--- src/rtl/cor_h_engine_pkg.sv ---
// Shared types and ITU-style fixed-point helpers for the impulse-response
// correlation engine. Build option: COR_H_NORM_EN adds the normalisation helpers.
package cor_h_pkg;

   typedef enum logic [2:0] {IDLE, LOAD, MAC, WRITE, DONE} engState_e;

   localparam logic signed [31:0] MAX_POS = 32'sh7FFFFFFF;
   localparam logic signed [31:0] MIN_NEG = 32'sh80000000;

   // Clip a 34-bit intermediate into the 32-bit fractional range.
   function automatic logic signed [31:0] sat32(input logic signed [33:0] x);
      if ((x[33:31] == 3'b000) || (x[33:31] == 3'b111)) begin
         return x[31:0];
      end
      return x[33] ? MIN_NEG : MAX_POS;
   endfunction

   // Fractional multiply: 2*a*b, saturated (only -32768*-32768 clips).
   function automatic logic signed [31:0] L_mult(input logic signed [15:0] a,
                                                   input logic signed [15:0] b);
      logic signed [31:0] p;
      p = a * b;
      return sat32({p[31], p, 1'b0});
   endfunction

   // Multiply-accumulate with saturation after the add.
   function automatic logic signed [31:0] L_mac(input logic signed [31:0] acc,
                                                  input logic signed [15:0] a,
                                                  input logic signed [15:0] b);
      logic signed [31:0] t;
      t = L_mult(a, b);
      return sat32({acc[31], acc[31], acc} + {t[31], t[31], t});
   endfunction

`ifdef COR_H_NORM_EN
   // Left shifts needed to bring x into [0x40000000, 0x7FFFFFFF] (or the
   // negative mirror). The highest bit that differs from the sign decides it;
   // 0 yields 0 and -1 yields 31.
   function automatic logic [4:0] norm_l(input logic signed [31:0] x);
      logic [4:0] n;
      n = x[31] ? 5'd31 : 5'd0;
      for (int i = 0; i < 31; i++) begin
         if (x[i] != x[31]) begin
            n = 5'(30 - i);
         end
      end
      return n;
   endfunction

   // Arithmetic left shift with saturation on overflow.
   function automatic logic signed [31:0] L_shl_sat(input logic signed [31:0] x,
                                                      input logic [4:0] sh);
      logic signed [63:0] w;
      w = 64'(x) <<< sh;
      if (w[63:31] == {33{w[63]}}) begin
         return w[31:0];
      end
      return w[63] ? MIN_NEG : MAX_POS;
   endfunction
`endif

endpackage

--- src/rtl/cor_h_mem_mux.sv ---
// Scratch-memory port mux: the test port owns the memory while sel is high,
// otherwise the correlation engine drives it.
module cor_h_mem_mux #(
   parameter int ADDR_W = 12,
   parameter int DATA_W = 32
) (
   input  logic              sel,
   input  logic [ADDR_W-1:0] testReadAddr,
   input  logic [ADDR_W-1:0] testWriteAddr,
   input  logic [DATA_W-1:0] testWriteData,
   input  logic              testWriteEn,
   input  logic [ADDR_W-1:0] engReadAddr,
   input  logic [ADDR_W-1:0] engWriteAddr,
   input  logic [DATA_W-1:0] engWriteData,
   input  logic              engWriteEn,
   output logic [ADDR_W-1:0] memReadAddr,
   output logic [ADDR_W-1:0] memWriteAddr,
   output logic [DATA_W-1:0] memWriteData,
   output logic              memWriteEn
);

   // Pure combinational select of all four memory-port fields.
   always_comb begin
      if (sel) begin
         memReadAddr  = testReadAddr;
         memWriteAddr = testWriteAddr;
         memWriteData = testWriteData;
         memWriteEn   = testWriteEn;
      end else begin
         memReadAddr  = engReadAddr;
         memWriteAddr = engWriteAddr;
         memWriteData = engWriteData;
         memWriteEn   = engWriteEn;
      end
   end

endmodule

--- src/rtl/cor_h_engine.sv ---
// Impulse-response autocorrelation engine: loads h[] from scratch memory,
// computes saturating lagged correlations r[m] and writes them back.
// Build option: COR_H_NORM_EN writes extract_h(r[m] << norm_l(r[0])) instead of raw r[m].
module cor_h_engine
   import cor_h_pkg::*;
#(
   parameter int              ADDR_W   = 12,
   parameter int              DATA_W   = 32,
   parameter int              L_SUBFR  = 40,
   parameter int              NUM_LAGS = 40,
   parameter logic [ADDR_W-1:0] H_BASE = ADDR_W'(12'h000),
   parameter logic [ADDR_W-1:0] R_BASE = ADDR_W'(12'h100)
) (
   input  logic              clk,
   input  logic              reset,
   input  logic              start,
   output logic              busy,
   output logic              done,
   input  logic              test_mux_sel,
   input  logic [ADDR_W-1:0] test_read_addr,
   input  logic [ADDR_W-1:0] test_write_addr,
   input  logic [DATA_W-1:0] test_write_data,
   input  logic              test_write_en,
   output logic [ADDR_W-1:0] mem_read_addr,
   input  logic [DATA_W-1:0] mem_read_data,
   output logic [ADDR_W-1:0] mem_write_addr,
   output logic [DATA_W-1:0] mem_write_data,
   output logic              mem_write_en
);

   localparam int IDX_W = $clog2(L_SUBFR + 1);

   engState_e          stateReg, stateNext;
   logic [IDX_W-1:0]   issueIdxReg, issueIdxNext;
   logic               pendReg, pendNext;
   logic [IDX_W-1:0]   pendIdxReg, pendIdxNext;
   logic [IDX_W-1:0]   lagReg, lagNext;
   logic [IDX_W-1:0]   kReg, kNext;
   logic signed [31:0] accReg, accNext;
   logic               captureEn;

   logic signed [15:0] hBuf [L_SUBFR];

   logic [ADDR_W-1:0]  engReadAddr;
   logic [ADDR_W-1:0]  engWriteAddr;
   logic [DATA_W-1:0]  engWriteData;
   logic               engWriteEn;
   logic [DATA_W-1:0]  resultWord;
   logic [IDX_W-1:0]   kPlusLag;
   logic [IDX_W-1:0]   lastK;

   // Only the Q12 low half-word of each h sample is meaningful.
   logic unusedReadBits;
   assign unusedReadBits = ^mem_read_data[DATA_W-1:16];

   assign kPlusLag = kReg + lagReg;
   assign lastK    = IDX_W'(L_SUBFR - 1) - lagReg;
   assign busy     = (stateReg == LOAD) || (stateReg == MAC) || (stateReg == WRITE);
   assign done     = (stateReg == DONE);

`ifdef COR_H_NORM_EN
   logic [4:0]         shiftReg;
   logic [4:0]         curShift;
   logic signed [31:0] shlWord;

   // Lag 0 derives the shift on the fly so the first write needs no extra cycle.
   always_comb begin
      curShift   = (lagReg == '0) ? norm_l(accReg) : shiftReg;
      shlWord    = L_shl_sat(accReg, curShift);
      resultWord = DATA_W'(shlWord >>> 16);
   end

   // Latch the lag-0 shift when its write actually reaches memory.
   always_ff @(posedge clk) begin
      if (reset) begin
         shiftReg <= '0;
      end else if ((stateReg == WRITE) && !test_mux_sel && (lagReg == '0)) begin
         shiftReg <= curShift;
      end
   end
`else
   // Raw saturated correlation goes straight to memory.
   always_comb begin
      resultWord = DATA_W'(accReg);
   end
`endif

   // State and datapath registers.
   always_ff @(posedge clk) begin
      if (reset) begin
         stateReg    <= IDLE;
         issueIdxReg <= '0;
         pendReg     <= 1'b0;
         pendIdxReg  <= '0;
         lagReg      <= '0;
         kReg        <= '0;
         accReg      <= '0;
      end else begin
         stateReg    <= stateNext;
         issueIdxReg <= issueIdxNext;
         pendReg     <= pendNext;
         pendIdxReg  <= pendIdxNext;
         lagReg      <= lagNext;
         kReg        <= kNext;
         accReg      <= accNext;
      end
   end

   // Capture h samples returned by the one-cycle-latency memory.
   always_ff @(posedge clk) begin
      if (captureEn) begin
         hBuf[pendIdxReg] <= mem_read_data[15:0];
      end
   end

   // Next-state logic and engine-side memory requests; sel high freezes progress.
   always_comb begin
      stateNext    = stateReg;
      issueIdxNext = issueIdxReg;
      pendNext     = pendReg;
      pendIdxNext  = pendIdxReg;
      lagNext      = lagReg;
      kNext        = kReg;
      accNext      = accReg;
      captureEn    = 1'b0;
      engReadAddr  = '0;
      engWriteAddr = '0;
      engWriteData = '0;
      engWriteEn   = 1'b0;
      unique case (stateReg)
         IDLE: begin
            if (start) begin
               stateNext    = LOAD;
               issueIdxNext = '0;
               pendNext     = 1'b0;
               pendIdxNext  = '0;
               lagNext      = '0;
               kNext        = '0;
               accNext      = '0;
            end
         end
         LOAD: begin
            if (!test_mux_sel) begin
               captureEn = pendReg;
               if (issueIdxReg < IDX_W'(L_SUBFR)) begin
                  engReadAddr  = H_BASE + ADDR_W'(issueIdxReg);
                  pendNext     = 1'b1;
                  pendIdxNext  = issueIdxReg;
                  issueIdxNext = issueIdxReg + 1'b1;
               end else begin
                  pendNext = 1'b0;
               end
               if (pendReg && (pendIdxReg == IDX_W'(L_SUBFR - 1))) begin
                  stateNext = MAC;
                  kNext     = '0;
                  accNext   = '0;
               end
            end else begin
               // The in-flight read would return test-port data: drop and re-issue it.
               pendNext = 1'b0;
               if (pendReg) begin
                  issueIdxNext = pendIdxReg;
               end
            end
         end
         MAC: begin
            if (!test_mux_sel) begin
               accNext = L_mac(accReg, hBuf[kReg], hBuf[kPlusLag]);
               kNext   = kReg + 1'b1;
               if (kReg == lastK) begin
                  stateNext = WRITE;
               end
            end
         end
         WRITE: begin
            engWriteEn   = 1'b1;
            engWriteAddr = R_BASE + ADDR_W'(lagReg);
            engWriteData = resultWord;
            if (!test_mux_sel) begin
               lagNext   = lagReg + 1'b1;
               kNext     = '0;
               accNext   = '0;
               stateNext = (lagReg == IDX_W'(NUM_LAGS - 1)) ? DONE : MAC;
            end
         end
         DONE: begin
            stateNext = IDLE;
         end
         default: begin
            stateNext = IDLE;
         end
      endcase
   end

   cor_h_mem_mux #(
      .ADDR_W(ADDR_W),
      .DATA_W(DATA_W)
   ) memMux (
      .sel          (test_mux_sel),
      .testReadAddr (test_read_addr),
      .testWriteAddr(test_write_addr),
      .testWriteData(test_write_data),
      .testWriteEn  (test_write_en),
      .engReadAddr  (engReadAddr),
      .engWriteAddr (engWriteAddr),
      .engWriteData (engWriteData),
      .engWriteEn   (engWriteEn),
      .memReadAddr  (mem_read_addr),
      .memWriteAddr (mem_write_addr),
      .memWriteData (mem_write_data),
      .memWriteEn   (mem_write_en)
   );

endmodule

--- config.mk ---
export PLATFORM = sky130hd
export DESIGN_NAME = cor_h_engine
export DESIGN_NICKNAME = d
export VERILOG_FILES = /design/src/rtl/cor_h_engine_pkg.sv /design/src/rtl/cor_h_mem_mux.sv /design/src/rtl/cor_h_engine.sv
export SDC_FILE = /design/constraint.sdc
export NUM_CORES = 2
export LEC_CHECK = 0
export ABC_CLOCK_PERIOD_IN_PS = 15730
export CORE_AREA = 4 4 247 346
export CTS_BUF_LIST = sky130_fd_sc_hd__clkbuf_4 sky130_fd_sc_hd__clkbuf_8
export DETAILED_ROUTE_END_ITERATION = 8
export DIE_AREA = 0 0 251 350
export PLACE_DENSITY_LB_ADDON = 0.2
export SLEW_MARGIN = 20
export SYNTH_ARGS = -nofsm -noshare
export SYNTH_HDL_FRONTEND = slang
export SYNTH_SLANG_ARGS = --single-unit
--- constraint.sdc ---
create_clock -name clk -period 15.73 [get_ports clk]
set_clock_uncertainty 0.15 [all_clocks]
set_input_delay 1.573 -clock clk [delete_from_list [all_inputs] [get_ports clk]]
set_output_delay 1.573 -clock clk [all_outputs]
set_load 0.05 [all_outputs]
[Word level (Yosys, flattened, before mapping)]
Memories as Yosys holds them, arrays and structs flattened. A register that Yosys moved wholly into a read port is not among the register bits.
Index checks and enable logic that the tools add are counted.
Storage, ports and cells
  bits in latches: 0
  bits of input ports: 93
  bits in writable memories: 640
  register bits after elaboration: 60
  bits in read-only memories: 0
  word-level logic and storage cells: 114
  memories kept: 1
  output and inout port bits: 59
Operators by class
  reduce and logical (&&, ||, !) cells: 17
  divide/modulo/power cells: 0
  equality and inequality tests: 18
  $lt $le $gt $ge: 1
  muxes and demuxes: 62
  shift operators: 0
  multipliers: 1
  add/subtract/negate cells: 7
  bitwise operators: 0
Memories
  hBuf: words 40, width 16, rd ports 2, clocked after Yosys merged registers in 1, wr ports 1, line cor_h_engine.sv:42  | logic signed [15:0] hBuf [L_SUBFR];
Operators with widths (number)
  $mux W32: 15
  $pmux W32 S4: 1
  $mux W6: 15
  $pmux W6 S2: 3
  $add A32 B32 Y33: 1
  $mul A16 B16 Y32: 1
  $mux W12: 2
  $pmux W6 S4: 1
  $mux W3: 7
  $add A6 B1 Y6 const B: 3
  $mux W1: 15
  $eq A6 B6 Y1 const B: 2
  $pmux W3 S4: 1
  $reduce_and A6 Y1: 2
  $add A9 B6 Y10 const A: 1
  $mux W10: 1
  $eq A3 B3 Y1 const B: 3
  $logic_not A3 Y1: 3
  $ne A2 B2 Y1 const B: 4
  $reduce_and A4 Y1: 2
  $add A6 B6 Y6: 1
  $eq A3 B2 Y1 const B: 2
  $eq A6 B6 Y1: 1
  $lt A6 B6 Y1 const B: 1
  12 further kinds: 18

[Longest topological paths before layout]
An unclocked memory read counts as a cell.
  depth after elaboration: 20
  gate-level depth with buffers: 55
  depth with buffers taken out: 47

[Modules after synthesis]
A second synthesis with hierarchy kept.
Second synthesis, totals
  cells, all modules: 3066
  area, all modules: 45255.9 sq um
Modules (own cells, without submodules)
  cor_h_engine: cells an instance 3003, instances 1, area an instance 44446.4 sq um, sequential area each 20539.7 sq um
  cor_h_mem_mux: cells an instance 63, instances 1, area an instance 809.5 sq um, sequential area each 0.0 sq um

[Least setup slack after synthesis]
OpenSTA, ideal clock, no wires.
  kind: register to register
  from: reg lagReg[0]
  to: reg accReg[21]
  path buffers: 11
  required time: 15.461 ns
  library setup time: 0.119 ns
  path slack: 3.151 ns
  arrival: 12.310 ns
  clock period less this slack: 12.579 ns
  stages on the path, launching flop included: 49
  cells stage by stage: dfxtp_1 -> ha_1 -> inv_1 -> fa_1 -> buf_2 -> buf_2 -> buf_4 -> buf_2 -> buf_2 -> mux4_2 -> mux2_2 -> a21oi_1 -> nand2b_1 -> inv_1 -> fa_1 -> fa_1 -> fa_1 -> fa_1 -> [... 13 more ...] -> inv_1 -> o31a_1 -> buf_2 -> buf_6 -> a21o_1 -> ha_1 -> buf_6 -> and2_1 -> a22o_1 -> or4_1 -> a221oi_2 -> o211a_1 -> nor2_1 -> or3_1 -> buf_2 -> buf_6 -> a22oi_2 -> o21ai_1
On the way
  cells in the longest elaborated chain, start to end: 20
  elaborated cells on any way between the ends: 26
  classes of those cells: 2 x add/sub; 1 x mul; 2 x eq/ne; 16 x mux; 4 x reduce/logical; 1 x memory
RTL lines
  start: declaration: line cor_h_engine.sv:37  | logic [IDX_W-1:0] lagReg, lagNext;
  start signal: assignment: line cor_h_engine.sv:103  | lagReg <= lagNext;
  $add A6 B6 Y6 *: line cor_h_engine.sv:56  | assign kPlusLag = kReg + lagReg;
  $mem_v2 Z40 W16 *
  $mul A16 B16 Y32 *: line cor_h_engine_pkg.sv:22  | p = a * b;
  $eq A3 B3 Y1 or $logic_not A3 Y1 (tied branches): line cor_h_engine_pkg.sv:12  | if ((x[33:31] == 3'b000) || (x[33:31] == 3'b111)) begin
  $logic_or A1 B1 Y1: line cor_h_engine_pkg.sv:12
  $mux W1: line cor_h_engine_pkg.sv:12
  $mux W1: line cor_h_engine.sv:167  | if (!test_mux_sel) begin
  $mux W1: line cor_h_engine.sv:130  | unique case (stateReg)
  [... 4 more ...]
  $eq A3 B3 Y1 or $logic_not A3 Y1 (tied branches): line cor_h_engine_pkg.sv:12
  $logic_or A1 B1 Y1: line cor_h_engine_pkg.sv:12
  $mux W1: line cor_h_engine_pkg.sv:12
  $mux W1: line cor_h_engine.sv:167
  $mux W1: line cor_h_engine.sv:130
  $mux W32 *: line cor_h_engine_pkg.sv:15  | return x[33] ? MIN_NEG : MAX_POS;
  $mux W32 *: line cor_h_engine.sv:167
  $pmux W32 S4 *: line cor_h_engine.sv:130
  end signal: assignment: line cor_h_engine.sv:105  | accReg <= accNext;
  end: declaration: line cor_h_engine.sv:39  | logic signed [31:0] accReg, accNext;
Mark *: on every way between the ends. The rest lies on a longest branch, timed or not. The select of a mux whose other input is x is not followed.
A chain may end at the register's enable or synchronous reset.

[Worst setup path after layout]
  from: reg lagReg[0]
  to: reg accReg[18]
Same word-level chain as after synthesis.

==> flow_summary_export.csv <==
group,metric,value,unit
outcome,status,"finished, final reports clean",
synth,syn-cell-area,45000,um^2
finish,drive_above_1_share,0.228,
synth,ys_seq_area_frac,0.457,
worst_setup_path,crit_fanout,53,
flow_run,cap_violations,0,
worst_setup_path,crit_required,16260,ps
global_routing,grt_pass1_wl,179000,um
worst_setup_path,crit_path_start_kind,"flop",
clocking,cts.sink_count,706,
floorplanning,dieArea,87900,um^2
floorplanning,ios,152,
global_routing,grt_util_all_layers,0.268,
synth,synthArstFlopShare,0,
route,via_count,28200,
synth,yosys.cell_types.count,71,
placed_design,gp_congestion,0.922,
placed_design,dp_slack,1180,ps
clocking,cts_setup_buffers,0,
finish,stdcell_count,4460,
floorplanning,rows,125,
synth,synth_cells,3125,
worst_setup_path,crit_path_end_kind,"flop",
timing,setup_tns,0,ps
timing,tightest_slew,1090,ps
clocking,clockBufferDepth,3,
timing,max_freq,0.0681,GHz
timing,fin_crit,14680,ps
timing,max_slew_margin,0.271,
synth,synth.area.top_cells,"edfxtp_1 (43%), mux4_2 (19%), fa_1 (12%), ha_1 (3.4%), dfxtp_1 (2.9%)",
floorplanning,initial_core_util,0.546,
synth,yosysTopAreaCell,"edfxtp_1",
timing,slew_viol_final,0,
min_path,min_path_type,"reg2reg",
timing,setup_slack,1050,ps
route,drt_pass1_iterations,7,
worst_setup_path,worst_path_largest_cell_delay,1010,ps
clocking,clk_pin_slew,70,ps
floorplanning,core_area,82400,um^2
worst_setup_path,cp_data_arrival_time,15210,ps
global_routing,first_global_vias,30300,
global_routing,grt_overflow,0,
clocking,clk_latency,750,ps
clocking,cts_tree,"yes",
synth,syn_nets,3607,
finish,nNetsFinal,3771,
finish,area_growth_syn_to_layout,10.8,%
clocking,hold_buffers,0,
route,drcViolationCount,0,
route,drtIter0Drc,2446,
synth,yosys_warnings,0,
route,drtAntennaViolNets,0,
worst_setup_path,crit_top_cell,"inv_1",
timing,setup_viol,0,
placed_design,port_buffers,135,
worst_setup_path,critPathSlowestCell,"fa_4",
placed_design,post-dp-hpwl,79800,um
synth,synth-seq-cells,706,
synth,yosys_most_used_dff,"edfxtp_1",
clocking,numCtsBuffers,107,
floorplanning,fp.dieH,350,um
placed_design,dp.cells,4259,
timing,hold_viol_final,0,
floorplanning,die_x,251,um
route,avgViaCountPerCell,6.32,
route,drt-total-wl,117000,um
timing,hold_ws,327,ps
synth,synth.top_cell.area_share,0.427,
global_routing,grt_max_degree,76,
clocking,h-tree-depth,3,
clocking,ctsResizeCount,0,
timing,post-route-period-util,0.933,
route,wl_per_cell,26.2,um
worst_setup_path,critical_path_class,"reg2reg",
synth,synth_edf_count,640,
timing,rsz0062_at_grt,"no",
global_routing,antenna_found_initial,2,
synth,syn-mean-instance-area,14.4,um^2
clocking,cts_root_buf,"clkbuf_8",
[cells in the final DEF, fill, tap and decap left out, drive strengths merged, types with 85 or more instances in the layout]
master and count:
edfxtp 640, mux4 384, inv 314, fa 265, nor2 176, nand2 167, clkbuf 131, ha 124
buf 120, clkdlybuf4s50 118, a21oi 109, nor2b 90, o21ai 85
[layer usage]
metal  vias up  global-route usage  wire length, um
li1      12000                   -                -
met1     14600               0.314            41000
met2      1216               0.491            62900
met3       313              0.0368             7510
met4         0               0.123             5580
met5         -                   0                0
[critical path: cells and delay by family (launching register included)]
family,cells,cell delay [ps]
buffers and inverters,12,1920
adder cells (fa/ha/maj),11,5230
AND/OR/NAND/NOR,9,2160
AO/OA/AOI/OAI,13,3390
flip-flops,1,490
multiplexers,3,1190
[area by class of cell]
cell class	count	area, um^2
diodes	2	5.00
clock buffers	131	1670
clock inverters	68	417
fillers	6213	32600
inverters	311	1170
multi-input cells	1925	22600
flip-flops and latches	706	20600
well taps	1079	1350
repair buffers	238	2140
[final timing paths]
check / startpoint / endpoint / slack, ps / cells past startpoint
setup / recovery: lagReg[0] / accReg[18] / 1050 / 48
hold / removal: accReg[13] / accReg[13] / 330 / 2
setup reg to reg: lagReg[0] / accReg[18] / 1050 / 48
hold reg to reg: accReg[13] / accReg[13] / 330 / 2
[Yosys cell counts, types with 49 or more instances]
library cell  count
o21ai_0          49
xnor2_1          49
ha_1            124
clkbuf_1         73
a21oi_1         107
mux4_2          384
buf_2            75
inv_1           311
fa_1            265
nor2_1          176
nor2b_1          90
nand2b_1         58
dfxtp_1          66
edfxtp_1        640
nand2_1         167
[state kept, by name (all words and copies together), names as in the netlist, named ones only]
| register | cells |
|---|---|
| accReg | 32 |
| hBuf | 640 |
| issueIdxReg | 6 |
| kReg | 6 |
| lagReg | 6 |
| pendIdxReg | 6 |
| pendReg | 1 |
| stateReg | 3 |
[per-stage QoR]
step	utilization	cell area, um^2
floorplan	-	45000
global placement	0.581	47900
detailed placement	0.581	47900
CTS	0.606	49900
global route	0.605	49900
finish	0.605	49900
[logic make-up after synthesis]
group / synth area share
buffers and inverters: 0.0461
DFF: 0.457
AOI/OAI and AO/OA: 0.0571
adders and majority gates: 0.152
and+or+nand+nor: 0.0680
xor gates and xnor gates: 0.0138
muxes: 0.206
Power is left out: the tool's default activity adds up to more than one toggle a clock period on the data nets, which glitch-free logic cannot reach.
